--- src/rtl/register_file_if.sv ---
// Register-file access bundle: one byte-enabled write port, busy-set port, two read ports.
// The master drives addresses and write data; the slave returns read data and busy bits.
interface register_file_if #(
    parameter int WIDTH  = 32,
    parameter int ADDR_W = 5
);
    logic                 wr_en;
    logic [ADDR_W-1:0]    wr_addr;
    logic [WIDTH-1:0]     wr_data;
    logic [WIDTH/8-1:0]   wr_be;
    logic [ADDR_W-1:0]    rd_addr_a;
    logic [WIDTH-1:0]     rd_data_a;
    logic [ADDR_W-1:0]    rd_addr_b;
    logic [WIDTH-1:0]     rd_data_b;
    logic                 busy_set;
    logic [ADDR_W-1:0]    busy_addr;
    logic                 busy_a;
    logic                 busy_b;

    modport master (
        output wr_en, wr_addr, wr_data, wr_be,
        output rd_addr_a, rd_addr_b, busy_set, busy_addr,
        input  rd_data_a, rd_data_b, busy_a, busy_b
    );

    modport slave (
        input  wr_en, wr_addr, wr_data, wr_be,
        input  rd_addr_a, rd_addr_b, busy_set, busy_addr,
        output rd_data_a, rd_data_b, busy_a, busy_b
    );
endinterface

--- src/rtl/register_file.sv ---
// CPU register file: 2 async read ports, 1 sync byte-enabled write port, per-register busy bits.
// Reads are combinational (optional same-cycle write forwarding); writes land at the clock edge.
// No backpressure: every request is accepted in the cycle it is presented.
module register_file #(
    parameter int WIDTH    = 32,
    parameter int ADDR_W   = 5,
    parameter int ZERO_REG = 1,
    parameter int BYPASS   = 1
) (
    input  logic           clk,
    input  logic           reset,
    register_file_if.slave bus
);
    localparam int NB    = WIDTH / 8;
    localparam int DEPTH = 2 ** ADDR_W;

    logic [WIDTH-1:0] regs [DEPTH];
    logic [DEPTH-1:0] busy;

    // Requests aimed at the hardwired zero register are dropped here once, for all consumers.
    logic wr_ok;
    logic set_ok;
    assign wr_ok  = bus.wr_en    && !(ZERO_REG != 0 && bus.wr_addr   == '0);
    assign set_ok = bus.busy_set && !(ZERO_REG != 0 && bus.busy_addr == '0);

    function automatic logic [WIDTH-1:0] merge(input logic [WIDTH-1:0] old_v,
                                               input logic [WIDTH-1:0] new_v,
                                               input logic [NB-1:0]    be);
        logic [WIDTH-1:0] r;
        r = old_v;
        for (int k = 0; k < NB; k++) begin
            if (be[k]) r[8*k +: 8] = new_v[8*k +: 8];
        end
        return r;
    endfunction

    always_ff @(posedge clk) begin
        if (reset) begin
            for (int i = 0; i < DEPTH; i++) regs[i] <= '0;
            busy <= '0;
        end else begin
            if (wr_ok) begin
                regs[bus.wr_addr] <= merge(regs[bus.wr_addr], bus.wr_data, bus.wr_be);
                busy[bus.wr_addr] <= 1'b0;
            end
            // Applied after the clear so a newly issued producer wins over the retiring one.
            if (set_ok) busy[bus.busy_addr] <= 1'b1;
        end
    end

    always_comb begin
        bus.rd_data_a = regs[bus.rd_addr_a];
        bus.busy_a    = busy[bus.rd_addr_a];
        if (BYPASS != 0 && !reset && wr_ok && bus.wr_addr == bus.rd_addr_a) begin
            bus.rd_data_a = merge(regs[bus.rd_addr_a], bus.wr_data, bus.wr_be);
            bus.busy_a    = set_ok && (bus.busy_addr == bus.wr_addr);
        end
        if (ZERO_REG != 0 && bus.rd_addr_a == '0) begin
            bus.rd_data_a = '0;
            bus.busy_a    = 1'b0;
        end
    end

    always_comb begin
        bus.rd_data_b = regs[bus.rd_addr_b];
        bus.busy_b    = busy[bus.rd_addr_b];
        if (BYPASS != 0 && !reset && wr_ok && bus.wr_addr == bus.rd_addr_b) begin
            bus.rd_data_b = merge(regs[bus.rd_addr_b], bus.wr_data, bus.wr_be);
            bus.busy_b    = set_ok && (bus.busy_addr == bus.wr_addr);
        end
        if (ZERO_REG != 0 && bus.rd_addr_b == '0) begin
            bus.rd_data_b = '0;
            bus.busy_b    = 1'b0;
        end
    end
endmodule

--- src/flat_wrapper.sv ---
// flat-port wrapper written by rule: the top's interface ports become plain ports
module register_file_flat 
#(
    parameter int WIDTH    = 32,
    parameter int ADDR_W   = 5,
    parameter int ZERO_REG = 1,
    parameter int BYPASS   = 1
)
  (clk, reset, bus_wr_en, bus_wr_addr, bus_wr_data, bus_wr_be, bus_rd_addr_a, bus_rd_addr_b, bus_busy_set, bus_busy_addr, bus_rd_data_a, bus_rd_data_b, bus_busy_a, bus_busy_b);
  register_file_if #(.WIDTH(WIDTH), .ADDR_W(ADDR_W)) bus_i ();
  input  logic clk;
  input  logic reset;
  input wire logic [$bits(bus_i.wr_en)-1:0] bus_wr_en;
  input wire logic [$bits(bus_i.wr_addr)-1:0] bus_wr_addr;
  input wire logic [$bits(bus_i.wr_data)-1:0] bus_wr_data;
  input wire logic [$bits(bus_i.wr_be)-1:0] bus_wr_be;
  input wire logic [$bits(bus_i.rd_addr_a)-1:0] bus_rd_addr_a;
  input wire logic [$bits(bus_i.rd_addr_b)-1:0] bus_rd_addr_b;
  input wire logic [$bits(bus_i.busy_set)-1:0] bus_busy_set;
  input wire logic [$bits(bus_i.busy_addr)-1:0] bus_busy_addr;
  output wire logic [$bits(bus_i.rd_data_a)-1:0] bus_rd_data_a;
  output wire logic [$bits(bus_i.rd_data_b)-1:0] bus_rd_data_b;
  output wire logic [$bits(bus_i.busy_a)-1:0] bus_busy_a;
  output wire logic [$bits(bus_i.busy_b)-1:0] bus_busy_b;
  assign bus_i.wr_en = bus_wr_en;
  assign bus_i.wr_addr = bus_wr_addr;
  assign bus_i.wr_data = bus_wr_data;
  assign bus_i.wr_be = bus_wr_be;
  assign bus_i.rd_addr_a = bus_rd_addr_a;
  assign bus_i.rd_addr_b = bus_rd_addr_b;
  assign bus_i.busy_set = bus_busy_set;
  assign bus_i.busy_addr = bus_busy_addr;
  assign bus_rd_data_a = bus_i.rd_data_a;
  assign bus_rd_data_b = bus_i.rd_data_b;
  assign bus_busy_a = bus_i.busy_a;
  assign bus_busy_b = bus_i.busy_b;
  register_file #(.WIDTH(WIDTH), .ADDR_W(ADDR_W), .ZERO_REG(ZERO_REG), .BYPASS(BYPASS)) u_core (.clk(clk), .reset(reset), .bus(bus_i));
endmodule
--- config.mk ---
export PLATFORM = sky130hd
export DESIGN_NAME = register_file_flat
export DESIGN_NICKNAME = d
export VERILOG_FILES = /design/src/rtl/register_file_if.sv /design/src/rtl/register_file.sv /design/src/flat_wrapper.sv
export SDC_FILE = /design/constraint.sdc
export NUM_CORES = 2
export LEC_CHECK = 0
export CAP_MARGIN = 20
export CORE_UTILIZATION = 68
export DETAILED_ROUTE_END_ITERATION = 7
export GPL_TIMING_DRIVEN = 0
export PLACE_DENSITY_LB_ADDON = 0.3
export SYNTH_ARGS = -nofsm -noshare
export SYNTH_HDL_FRONTEND = slang
export SYNTH_SLANG_ARGS = --single-unit
--- constraint.sdc ---
create_clock -name clk -period 4.77 [get_ports clk]
set_clock_uncertainty 0.05 [all_clocks]
set_input_delay 0.954 -clock clk [delete_from_list [all_inputs] [get_ports clk]]
set_output_delay 0.954 -clock clk [all_outputs]
set_load 0.02 [all_outputs]
==> flow_summary.yaml <==
status:
  status: "finished, violations left"
  violations: "design-rule violations, negative setup slack"
route:
  vias_per_cell: 7.906
  dr.first_iter.drc_count: 8747
  firstDrtPassIters: 8
  drc: 3
  routedWlPerCell_um: 41.14
  wl_um: 221200
  routed-via-count: 42500
  ant_nets: 0
clock_network:
  tritoncts: "done"
  cts_root_buf: "clkbuf_16"
  ctsHoldBuffers: 0
  htreeDepth: 3
  clock_latency_ps: 710
  cts_sinks: 1056
  cts_buffer_depth: 3
  clk_pin_slew_worst_paths_ps: 60
  cts_buffers: 107
synth:
  yosysTopAreaCell: "edfxtp_1"
  synth-seq-cells: 1056
  synth_edf_count: 1024
  yosys.area.top_type_share_pct: 53.51
  syn_area_um2: 57460
  ys_seq_area_share_pct: 54.63
  syn_avg_cell_area_um2: 15.06
  yosys_warnings: 0
  ys_types: 52
  synth.top_cells.by_area: "edfxtp_1 (54%), mux4_2 (24%), and2_1 (9.8%)"
  syn_inst: 3816
  synthArstFlopShare_pct: 0
  synth_flop_cell: "edfxtp_1"
critical_path:
  crit_chain: "buf_2 > buf_2 > buf_2 > mux4_2 > mux4_2 > o22ai_1 > nor3_1 > dlygate4sd2_1"
  critical_path.slowest_cell: "mux4_2"
  startpoint_type: "input pin"
  crit_path_frequent_cell: "buf_2"
  cp_data_arrival_time_ps: 3870
  crit_fanout: 10
  worst_setup_path_end_kind: "output pin"
  worstSetupPathType: "input pin to output pin"
  critPathMaxStageDelay_ps: 580
  cp_data_required_time_ps: 3770
floorplanning:
  die_h_um: 292.7
  initial_core_util_pct: 68.66
  boundaryPins: 126
  dieArea_um2: 85670
  core_region_area_um2: 83690
  rows: 106
  die_w_um: 292.7
pwr:
  clkPwrFrac_pct: 38.7
  p_leak_nw: 22.24
  power.share.switching_pct: 26.56
  p_comb_share_pct: 14.7
  pwr-share-seq_pct: 46.6
  power_density_nw_per_um2: 360.8
  switching_power_mw: 6.229
  peakVddDrop_v: 0.0003795
  power_mw: 23.45
  p_int_mw: 17.22
sta:
  period_needed_ps: 4873
  finalSetupTns_ps: -1136
  post-route-period-util_pct: 102.2
  fmax_mhz: 205.2
  rsz0062_at_grt: "no"
  setup_viol: 28
  slew_headroom_pct: 4.983
  hold_viol: 0
  fin_ws_ps: -103.3
  worst_pin_slew_ps: 1425
  drv_slew: 0
placed_design:
  pre_cts_ws_ps: -1407
  dp_hpwl_um: 157700
  placement.io_buffers: 117
  place_area_um2: 60540
  gp_congestion: 1.056
grt:
  antenna_found_initial: 20
  grt_usage_pct: 52.28
  grt_pass1_vias: 40900
  grt_first_pass_wirelength_um: 302600
  overflow: 0
  grt_max_degree: 16
run:
  max_cap_viol_count: 0
layout:
  drive_gt1_share_pct: 27.93
  area_growth_pct: 13.13
  nets: 4185
  design_area_um2: 65010
  final_core_util_pct: 77.68
hold_path:
  hold_class: "flip-flop to flip-flop"
[metal layers]
layer,GRT usage (%),vias up,wire length (um)
met5,0.7941,-,339
met4,36.89,14,20990
met3,25.21,1318,41030
met2,72.80,5074,92330
met1,64.19,20630,66500
li1,-,15460,-
[synth_stat cells (25+ instances only)]
| cell | count |
|---|---|
| o21ai_0 | 69 |
| a21oi_1 | 41 |
| and2_1 | 901 |
| o22ai_1 | 49 |
| or2_2 | 126 |
| mux4_2 | 610 |
| mux2i_1 | 68 |
| nand2_1 | 86 |
| dfxtp_1 | 32 |
| edfxtp_1 | 1024 |
| buf_2 | 83 |
| nor3_1 | 122 |
| nor2_1 | 207 |
| clkbuf_1 | 188 |
| buf_1 | 28 |
| a221oi_1 | 25 |
[per-stage QoR]
stage / std cells / hold slack [ps]
6_report: 5376 / 436.7
5_1_grt: 5346 / 449.9
4_1_cts: 5339 / 431.3
3_5_place_dp: 5122 / 421.4
3_3_place_gp: 5098 / 418.4
2_1_floorplan: 3847 / 400.9
[critical path, delay by kind of cell]
kind	cells	cell delay, ps
buffers and inverters	4	1500
multiplexers	2	960
AO/OA/AOI/OAI	1	330
AND/OR/NAND/NOR	1	100
[state kept, by name, summed over array words and instances (netlist names)]
| register | cells |
|---|---|
| u_core.regs | 1024 |
| u_core.busy | 32 |
[worst paths after layout]
path	from	cells past startpoint	end	slack, ps
worst max register to register	u_core.busy[7]$_SDFF_PP0_	2	u_core.busy[7]$_SDFF_PP0_	3980
worst max-delay path	bus_rd_addr_b[1]	8	bus_rd_data_b[7]	-100
worst min register to register	u_core.busy[0]$_SDFF_PP0_	1	u_core.busy[0]$_SDFF_PP0_	440
worst min-delay path	u_core.busy[0]$_SDFF_PP0_	1	u_core.busy[0]$_SDFF_PP0_	440
[cells by family (layout without fill, tap and decap cells)]
logic type      count (synthesis)  after routing  share of synthesized area (%)
simple gates                 1491           1491                          14.73
other cells                     1             64                       0.006526
flops                        1056           1056                          54.63
mux                           681            681                          25.15
xor+xnor                       15             15                         0.2286
buf+inv                       334            697                          2.637
compound gates                238            238                          2.617
[cells in the final DEF (no fill, tap or decap), types with 36 or more instances in the layout]
cell / Yosys / layout
a21oi_1: 41 / 40
and2_1: 901 / 901
buf_2: 83 / 53
buf_4: 13 / 71
clkbuf_1: 188 / 156
clkbuf_16: 0 / 109
clkbuf_2: 0 / 36
clkdlybuf4s50_1: 0 / 53
dlygate4sd2_1: 0 / 49
edfxtp_1: 1024 / 1024
mux2i_1: 68 / 68
mux4_2: 610 / 610
nand2_1: 86 / 77
nor2_1: 207 / 204
nor3_1: 122 / 117
o21ai_0: 69 / 65
o22ai_1: 49 / 47
or2_2: 126 / 126
[cell type report]
class,instances,area (um^2)
sequential,1056,31390
multi-input combinational,2457,24930
fill,4792,18680
clock buffer,127,2795
buffer,325,1800
timing repair buffer,169,1693
tap,1134,1419
clock inverter,67,860.8
antenna,32,80.08
inverter,9,42.54
[repair_timing]
item,in CTS,in global routing
setup endpoints to repair,66,47
pin swaps,12,6
resized for setup,275,41
endpoints found under the hold margin,0,0
cloned,0,0
setup buffers,23,1
[power by group through the flow]
stage / sequential (mW) / clock [mW] / combinational [mW]
6_report: 10.9 / 9.07 / 3.45
4_1_cts: 10.9 / 8.89 / 3.24
3_3_place_gp: 11.0 / 0 / 3.15
2_1_floorplan: 11.0 / 0 / 1.90
3_5_place_dp: 11.1 / 0 / 3.21
5_1_grt: 11.0 / 9.23 / 3.41
Power figures use the tool's default switching activity.
